[src/rtl/pixel_sink_pkg.sv]
// Shared definitions for the pixel stream between the shape drawers and the sink.
// Latency: n/a (types and constants only).
// Backpressure: n/a.
//
// Holds the default screen geometry and coordinate widths, plus the pixel-beat
// struct that the drawers place on the stream.
package pixel_sink_pkg;

    localparam int DEF_X_W        = 8;
    localparam int DEF_Y_W        = 7;
    localparam int DEF_COLOUR_W   = 3;
    localparam int DEF_SCREEN_W   = 160;
    localparam int DEF_SCREEN_H   = 120;
    localparam int DEF_ADDR_W     = 15;
    localparam int DEF_FIFO_DEPTH = 4;
    localparam int CLIP_CNT_W     = 16;

    // One pixel beat as produced by a drawer at the default geometry.
    typedef struct packed {
        logic [DEF_X_W-1:0]      x;
        logic [DEF_Y_W-1:0]      y;
        logic [DEF_COLOUR_W-1:0] colour;
        logic                    last;
    } pixel_beat_t;

endpackage

[src/rtl/pixel_sink_fifo.sv]
// Synchronous FIFO for pixel beats, DEPTH entries of WIDTH bits.
// Latency: a pushed entry is visible at the head on the cycle after the push.
// Backpressure: full_o is derived from registered pointers only; the caller never pushes while full.
//
// Ports: clock/resetn; push_i + push_dat_i write side; pop_i + head_o read side
// (head_o is the current oldest entry, valid while !empty_o); full_o, empty_o.
module pixel_sink_fifo #(
    parameter int WIDTH = 19,
    parameter int DEPTH = 4
) (
    input  logic             clock,
    input  logic             resetn,
    input  logic             push_i,
    input  logic [WIDTH-1:0] push_dat_i,
    input  logic             pop_i,
    output logic [WIDTH-1:0] head_o,
    output logic             full_o,
    output logic             empty_o
);

    localparam int AW = $clog2(DEPTH);
    localparam logic [AW:0] PTR_ONE = (AW+1)'(1);

    // Pointers carry one extra wrap bit so full and empty are distinguishable
    // when the index bits coincide.
    logic [AW:0]      wr_ptr_q;
    logic [AW:0]      rd_ptr_q;
    logic [WIDTH-1:0] mem_q [DEPTH];

    always_ff @(posedge clock or negedge resetn) begin
        if (!resetn) begin
            wr_ptr_q <= '0;
            rd_ptr_q <= '0;
        end else begin
            if (push_i) begin
                wr_ptr_q <= wr_ptr_q + PTR_ONE;
            end
            if (pop_i) begin
                rd_ptr_q <= rd_ptr_q + PTR_ONE;
            end
        end
    end

    // Storage needs no reset: an entry is only read after it has been written.
    always_ff @(posedge clock) begin
        if (push_i) begin
            mem_q[wr_ptr_q[AW-1:0]] <= push_dat_i;
        end
    end

    assign head_o  = mem_q[rd_ptr_q[AW-1:0]];
    assign empty_o = (wr_ptr_q == rd_ptr_q);
    assign full_o  = (wr_ptr_q[AW] != rd_ptr_q[AW]) &&
                     (wr_ptr_q[AW-1:0] == rd_ptr_q[AW-1:0]);

endmodule

[src/rtl/pixel_sink.sv]
// Pixel stream sink: buffers (x, y, colour, last) beats, clips off-screen pixels, writes the framebuffer.
// Latency: a beat accepted at edge N drives mem_we from edge N+1 (one FIFO stage + one output stage).
// Backpressure: mem_ready low holds the output stage; in_ready = !fifo_full, from registers only.
//
// Ports: clock, resetn (async, active low); in_valid/in_ready/in_x/in_y/in_colour/in_last
// drawer side; mem_we/mem_ready/mem_addr/mem_data framebuffer side; shape_done pulse,
// busy status, clip_count saturating off-screen drop counter.
module pixel_sink
    import pixel_sink_pkg::*;
#(
    parameter int X_W        = DEF_X_W,
    parameter int Y_W        = DEF_Y_W,
    parameter int COLOUR_W   = DEF_COLOUR_W,
    parameter int SCREEN_W   = DEF_SCREEN_W,
    parameter int SCREEN_H   = DEF_SCREEN_H,
    parameter int ADDR_W     = DEF_ADDR_W,
    parameter int FIFO_DEPTH = DEF_FIFO_DEPTH
) (
    input  logic                  clock,
    input  logic                  resetn,
    input  logic                  in_valid,
    output logic                  in_ready,
    input  logic [X_W-1:0]        in_x,
    input  logic [Y_W-1:0]        in_y,
    input  logic [COLOUR_W-1:0]   in_colour,
    input  logic                  in_last,
    output logic                  mem_we,
    input  logic                  mem_ready,
    output logic [ADDR_W-1:0]     mem_addr,
    output logic [COLOUR_W-1:0]   mem_data,
    output logic                  shape_done,
    output logic                  busy,
    output logic [CLIP_CNT_W-1:0] clip_count
);

    typedef struct packed {
        logic [X_W-1:0]      x;
        logic [Y_W-1:0]      y;
        logic [COLOUR_W-1:0] colour;
        logic                last;
    } beat_t;

    localparam int BEAT_W = $bits(beat_t);

    // Limits held one bit wider than the coordinates so a screen size equal to
    // 2^W still compares correctly.
    localparam logic [X_W:0]    X_LIM      = (X_W+1)'(SCREEN_W);
    localparam logic [Y_W:0]    Y_LIM      = (Y_W+1)'(SCREEN_H);
    localparam logic [ADDR_W:0] ROW_STRIDE = (ADDR_W+1)'(SCREEN_W);
    localparam logic [CLIP_CNT_W-1:0] CLIP_MAX = '1;

    // ------------------------------------------------------------------
    // Input FIFO
    // ------------------------------------------------------------------
    logic        fifo_push;
    logic        fifo_pop;
    logic        fifo_full;
    logic        fifo_empty;
    beat_t       in_beat;
    logic [BEAT_W-1:0] head_dat;
    beat_t       head;

    assign in_beat   = '{x: in_x, y: in_y, colour: in_colour, last: in_last};
    assign in_ready  = !fifo_full;
    assign fifo_push = in_valid && !fifo_full;

    pixel_sink_fifo #(
        .WIDTH (BEAT_W),
        .DEPTH (FIFO_DEPTH)
    ) u_fifo (
        .clock      (clock),
        .resetn     (resetn),
        .push_i     (fifo_push),
        .push_dat_i (in_beat),
        .pop_i      (fifo_pop),
        .head_o     (head_dat),
        .full_o     (fifo_full),
        .empty_o    (fifo_empty)
    );

    assign head = beat_t'(head_dat);

    // ------------------------------------------------------------------
    // Output stage
    // ------------------------------------------------------------------
    logic                  mem_we_q,     mem_we_d;
    logic [ADDR_W-1:0]     mem_addr_q,   mem_addr_d;
    logic [COLOUR_W-1:0]   mem_data_q,   mem_data_d;
    logic                  last_q,       last_d;
    logic                  shape_done_q, shape_done_d;
    logic [1:0]            owed_q,       owed_d;
    logic [CLIP_CNT_W-1:0] clip_cnt_q,   clip_cnt_d;

    logic             stage_free;
    logic             head_clip;
    logic [ADDR_W:0]  head_addr;
    logic             retire_wr;
    logic             retire_clip;
    logic [2:0]       retire_tally;

    assign stage_free = !mem_we_q || mem_ready;
    assign fifo_pop   = stage_free && !fifo_empty;

    assign head_clip = ({1'b0, head.x} >= X_LIM) || ({1'b0, head.y} >= Y_LIM);
    assign head_addr = (ADDR_W+1)'(head.y) * ROW_STRIDE + (ADDR_W+1)'(head.x);

    // A shape ends either when its final write is accepted or when its final
    // beat is clipped away at the pop.
    assign retire_wr   = mem_we_q && mem_ready && last_q;
    assign retire_clip = fifo_pop && head_clip && head.last;

    // Both kinds of retirement can land on one edge (a write draining while a
    // clipped last beat pops); the second pulse is carried over so every
    // shape still gets its own shape_done cycle.
    assign retire_tally = {1'b0, owed_q} + {2'b00, retire_wr} + {2'b00, retire_clip};

    always_comb begin
        mem_we_d     = mem_we_q;
        mem_addr_d   = mem_addr_q;
        mem_data_d   = mem_data_q;
        last_d       = last_q;
        clip_cnt_d   = clip_cnt_q;
        shape_done_d = (retire_tally != 3'd0);
        owed_d       = shape_done_d ? 2'(retire_tally - 3'd1) : 2'd0;

        if (stage_free) begin
            mem_we_d = 1'b0;
        end

        if (fifo_pop) begin
            if (head_clip) begin
                if (clip_cnt_q != CLIP_MAX) begin
                    clip_cnt_d = clip_cnt_q + 1'b1;
                end
            end else begin
                mem_we_d   = 1'b1;
                mem_addr_d = ADDR_W'(head_addr);
                mem_data_d = head.colour;
                last_d     = head.last;
            end
        end
    end

    always_ff @(posedge clock or negedge resetn) begin
        if (!resetn) begin
            mem_we_q     <= 1'b0;
            mem_addr_q   <= '0;
            mem_data_q   <= '0;
            last_q       <= 1'b0;
            shape_done_q <= 1'b0;
            owed_q       <= 2'd0;
            clip_cnt_q   <= '0;
        end else begin
            mem_we_q     <= mem_we_d;
            mem_addr_q   <= mem_addr_d;
            mem_data_q   <= mem_data_d;
            last_q       <= last_d;
            shape_done_q <= shape_done_d;
            owed_q       <= owed_d;
            clip_cnt_q   <= clip_cnt_d;
        end
    end

    assign mem_we     = mem_we_q;
    assign mem_addr   = mem_addr_q;
    assign mem_data   = mem_data_q;
    assign shape_done = shape_done_q;
    assign busy       = !fifo_empty || mem_we_q;
    assign clip_count = clip_cnt_q;

endmodule
[config.mk]
export PLATFORM = sky130hd
export DESIGN_NAME = pixel_sink
export DESIGN_NICKNAME = d
export VERILOG_FILES = /design/src/rtl/pixel_sink_pkg.sv /design/src/rtl/pixel_sink_fifo.sv /design/src/rtl/pixel_sink.sv
export SDC_FILE = /design/constraint.sdc
export NUM_CORES = 1
export LEC_CHECK = 0
export ABC_AREA = 1
export CORE_MARGIN = 2
export CORE_UTILIZATION = 50
export CTS_CLUSTER_DIAMETER = 30
export CTS_CLUSTER_SIZE = 20
export DETAILED_ROUTE_END_ITERATION = 16
export GPL_ROUTABILITY_DRIVEN = 1
export PLACE_DENSITY_LB_ADDON = 0.15
export SLEW_MARGIN = 5
export SYNTH_ARGS = -nofsm -noshare
export SYNTH_HDL_FRONTEND = slang
export SYNTH_SLANG_ARGS = --single-unit
[constraint.sdc]
create_clock -name clock -period 9.38 [get_ports clock]
set_input_delay 1.407 -clock clock [delete_from_list [all_inputs] [get_ports clock]]
set_output_delay 1.407 -clock clock [all_outputs]
set_load 0.05 [all_outputs]
==> impl_metrics.csv <==
group,metric,value,unit
critical_path,crit_path_max_fanout,22,
clocking,clk-insertion-delay-late,0.41,ns
layout,design.final.nets,657,
routing,ant_nets,0,
sta,grt_setup_unrepaired,"no",
grt,grt_overflow,0,
grt,grt.total_usage,19.3,%
placed_design,place.gp.congestion,0.843,
routing,wl_per_cell,14.6,um
routing,dr.pass1.iters,4,
floorplanning,die_w,111,um
grt,antenna_found_initial,0,
sta,final.setup.worst_slack,5.29,ns
sta,timing.slew.headroom,43.7,%
routing,vias,3977,
critical_path,slowest_stage,"dfrtp_1",
sta,tightest_slew,0.844,ns
grt,grt_pass1_wl,18700,um
grt,grt_max_degree,46,
critical_path,cp.buffers_inverters,1,
clocking,path_clk_slew,0.06,ns
layout,fin_util,61.6,%
sta,finalCritPeriodShare,43.6,%
synthesis,yosysUniqueCellTypes,38,
floorplanning,num_rows,39,
clocking,max-clock-path-buffers,2,
floorplanning,die-area,12400,um^2
layout,nFillCells,942,
placed_design,numPortBuffers,60,
synthesis,async_flop_share,37.2,%
critical_path,critPathRequiredTime,7.97,ns
synthesis,seq_area_frac_synth,59.3,%
clocking,root_buffer,"clkbuf_16",
flow_run,maxCapViolations,0,
critical_path,worstPathArrival,2.68,ns
critical_path,critPathKind,"register to output pin",
placed_design,place_hpwl,7200,um
hold_path,holdCritPathClass,"register to register",
sta,hold_ws,0.473,ns
routing,avgViaCountPerCell,5.19,
routing,routed_wl,11200,um
synthesis,synth_edf_count,76,
synthesis,synth_area_per_cell,10.6,um^2
clocking,post_cts_buffers,0,
clocking,cts_tree,"yes",
sta,setup_violations,0,
sta,slew_violations,0,
floorplanning,coreArea,11300,um^2
floorplanning,io_pins,61,
grt,first_global_vias,4025,
critical_path,crit_chain,"xnor2_1, nand3_2, or2_2, clkdlybuf4s50_1",
synthesis,synth_largest_area_cell,"edfxtp_1",
layout,drive_gt1_share,12.5,%
synthesis,yosysMostFrequentCell,"nand2_1",
routing,drcViolationCount,0,
critical_path,endpoint_kind,"output pin",
clocking,cts.sinks,121,
clocking,postCtsHoldBufs,0,
sta,fin_crit,4.09,ns
sta,final.setup.tns,0,ns
synthesis,synth.top_cells.by_count,"144 x nand2_1, 76 x edfxtp_1, 45 x dfrtp_1, 38 x nor2_1, 35 x inv_1",
floorplanning,initial_core_util,50.8,%
floorplanning,die_h,111,um
routing,drtIter0Drc,258,
critical_path,critical-path-max-stage-delay,0.89,ns
synthesis,yosysWarnings,0,
synthesis,yosysTopAreaCellShare,39.7,%
synthesis,syn-cell-area,5750,um^2
sta,skew,0.00954,ns
layout,area_growth,21.3,%
placed_design,place_ws,5.72,ns
sta,fmax,245,MHz
synthesis,ys_ff_latch,121,
synthesis,syn_nets,590,
layout,antenna_cells,0,
clocking,cts_max_level,4,
synthesis,synth_area_leaders,"edfxtp_1 40%, dfrtp_1 20%, nand2_1 9.4%",
synthesis,ys.flop_type,"edfxtp_1",
synthesis,synthCells,544,
run_status,outcome,"finished clean",
critical_path,worstSetupStartpointType,"register",
critical_path,cp_top_family,"flip-flops",
clocking,cts.repair.resized,0,
sta,hold_violations,0,
clocking,numCtsBuffers,17,
final timing paths:
check | startpoint | endpoint | slack, ns | depth (start not counted)
worst max-delay path | u_fifo.rd_ptr_q[1]$_DFFE_PN0P_ | busy | 5.29 | 4
worst min-delay path | mem_addr[2]$_DFFE_PN0P_ | mem_addr[2]$_DFFE_PN0P_ | 0.47 | 2
worst max register to register | u_fifo.rd_ptr_q[0]$_DFFE_PN0P_ | mem_addr[13]$_DFFE_PN0P_ | 5.71 | 15
worst min register to register | mem_addr[2]$_DFFE_PN0P_ | mem_addr[2]$_DFFE_PN0P_ | 0.47 | 2
max in group asynchronous | resetn | owed_q[1]$_DFF_PN0_ | 7.85 | 2
min in group asynchronous | resetn | mem_addr[12]$_DFFE_PN0P_ | 1.10 | 2
per-layer routing:
| metal | share of wire (%) | global-route usage [%] |
|---|---|---|
| met5 | 0 | 0 |
| met4 | 2.5 | 9.22 |
| met3 | 4.3 | 5.14 |
| met2 | 50 | 33.0 |
| met1 | 43 | 22.6 |
state kept, by name, indices dropped and copies added, names as in the netlist:
name             cells
mem_we               1
u_fifo.mem_q        76
owed_q               2
last_q               1
u_fifo.rd_ptr_q      3
u_fifo.wr_ptr_q      3
clip_count          16
mem_data             3
shape_done           1
mem_addr            15
worst reg2reg max path: stages (launching register included):
cell and delay (ns):
dfrtp_1 0.43, buf_4 0.27, inv_2 0.58, nand2_1 0.11, a32oi_1 0.39, ha_1 0.31, ha_1 0.24, fa_1 0.41
xor2_1 0.25, nand3_1 0.15, nor2_1 0.17, nand2_1 0.06, nand2_1 0.06, nand2_1 0.05, nand2_1 0.05, nand2_1 0.04
cells in the final DEF (no fill, tap or decap), drive strengths merged, types with 3 or more instances in the layout:
cell / count
nand2: 164
edfxtp: 76
clkdlybuf4s50: 59
dfrtp: 45
nor2: 43
inv: 40
nand3: 37
o21ai: 37
clkbuf: 21
ha: 20
xor2: 14
xnor2: 14
o22ai: 11
buf: 7
a21oi: 6
nor3: 6
clkinvlp: 5
clkinv: 5
nand3b: 3
nand4: 3
fa: 3
area by class of cell:
type	instances	area (um^2)	area share, %
Sequential cell	121	3410	48.9
Multi-Input combinational cell	366	2050	29.5
Timing Repair Buffer	66	641	9.18
Clock buffer	21	470	6.74
Tap cell	143	179	2.57
Inverter	39	149	2.13
Clock inverter	11	73.8	1.06
kinds of logic (layout without fill, tap and decap cells):
kind of cell               count (synthesis)  after routing  share of synthesized area (%)
AOI/OAI and AO/OA                         58             58                           5.90
DFF                                      121            121                           59.3
adders and majority gates                 23             23                           5.40
xor gates and xnor gates                  28             28                           4.53
buffers and inverters                     57            137                           4.98
and+or+nand+nor                          257            257                           19.9
metrics by stage:
| step | cells | instance area (um^2) |
|---|---|---|
| final | 767 | 6980 |
| after detailed placement | 735 | 6430 |
| after floorplan | 544 | 5750 |
| after CTS | 767 | 6980 |
| after global placement | 735 | 6430 |
| after global routing | 767 | 6980 |
Power is left out: the tool's default activity adds up to more than one toggle a clock period on the data nets, which glitch-free logic cannot reach.
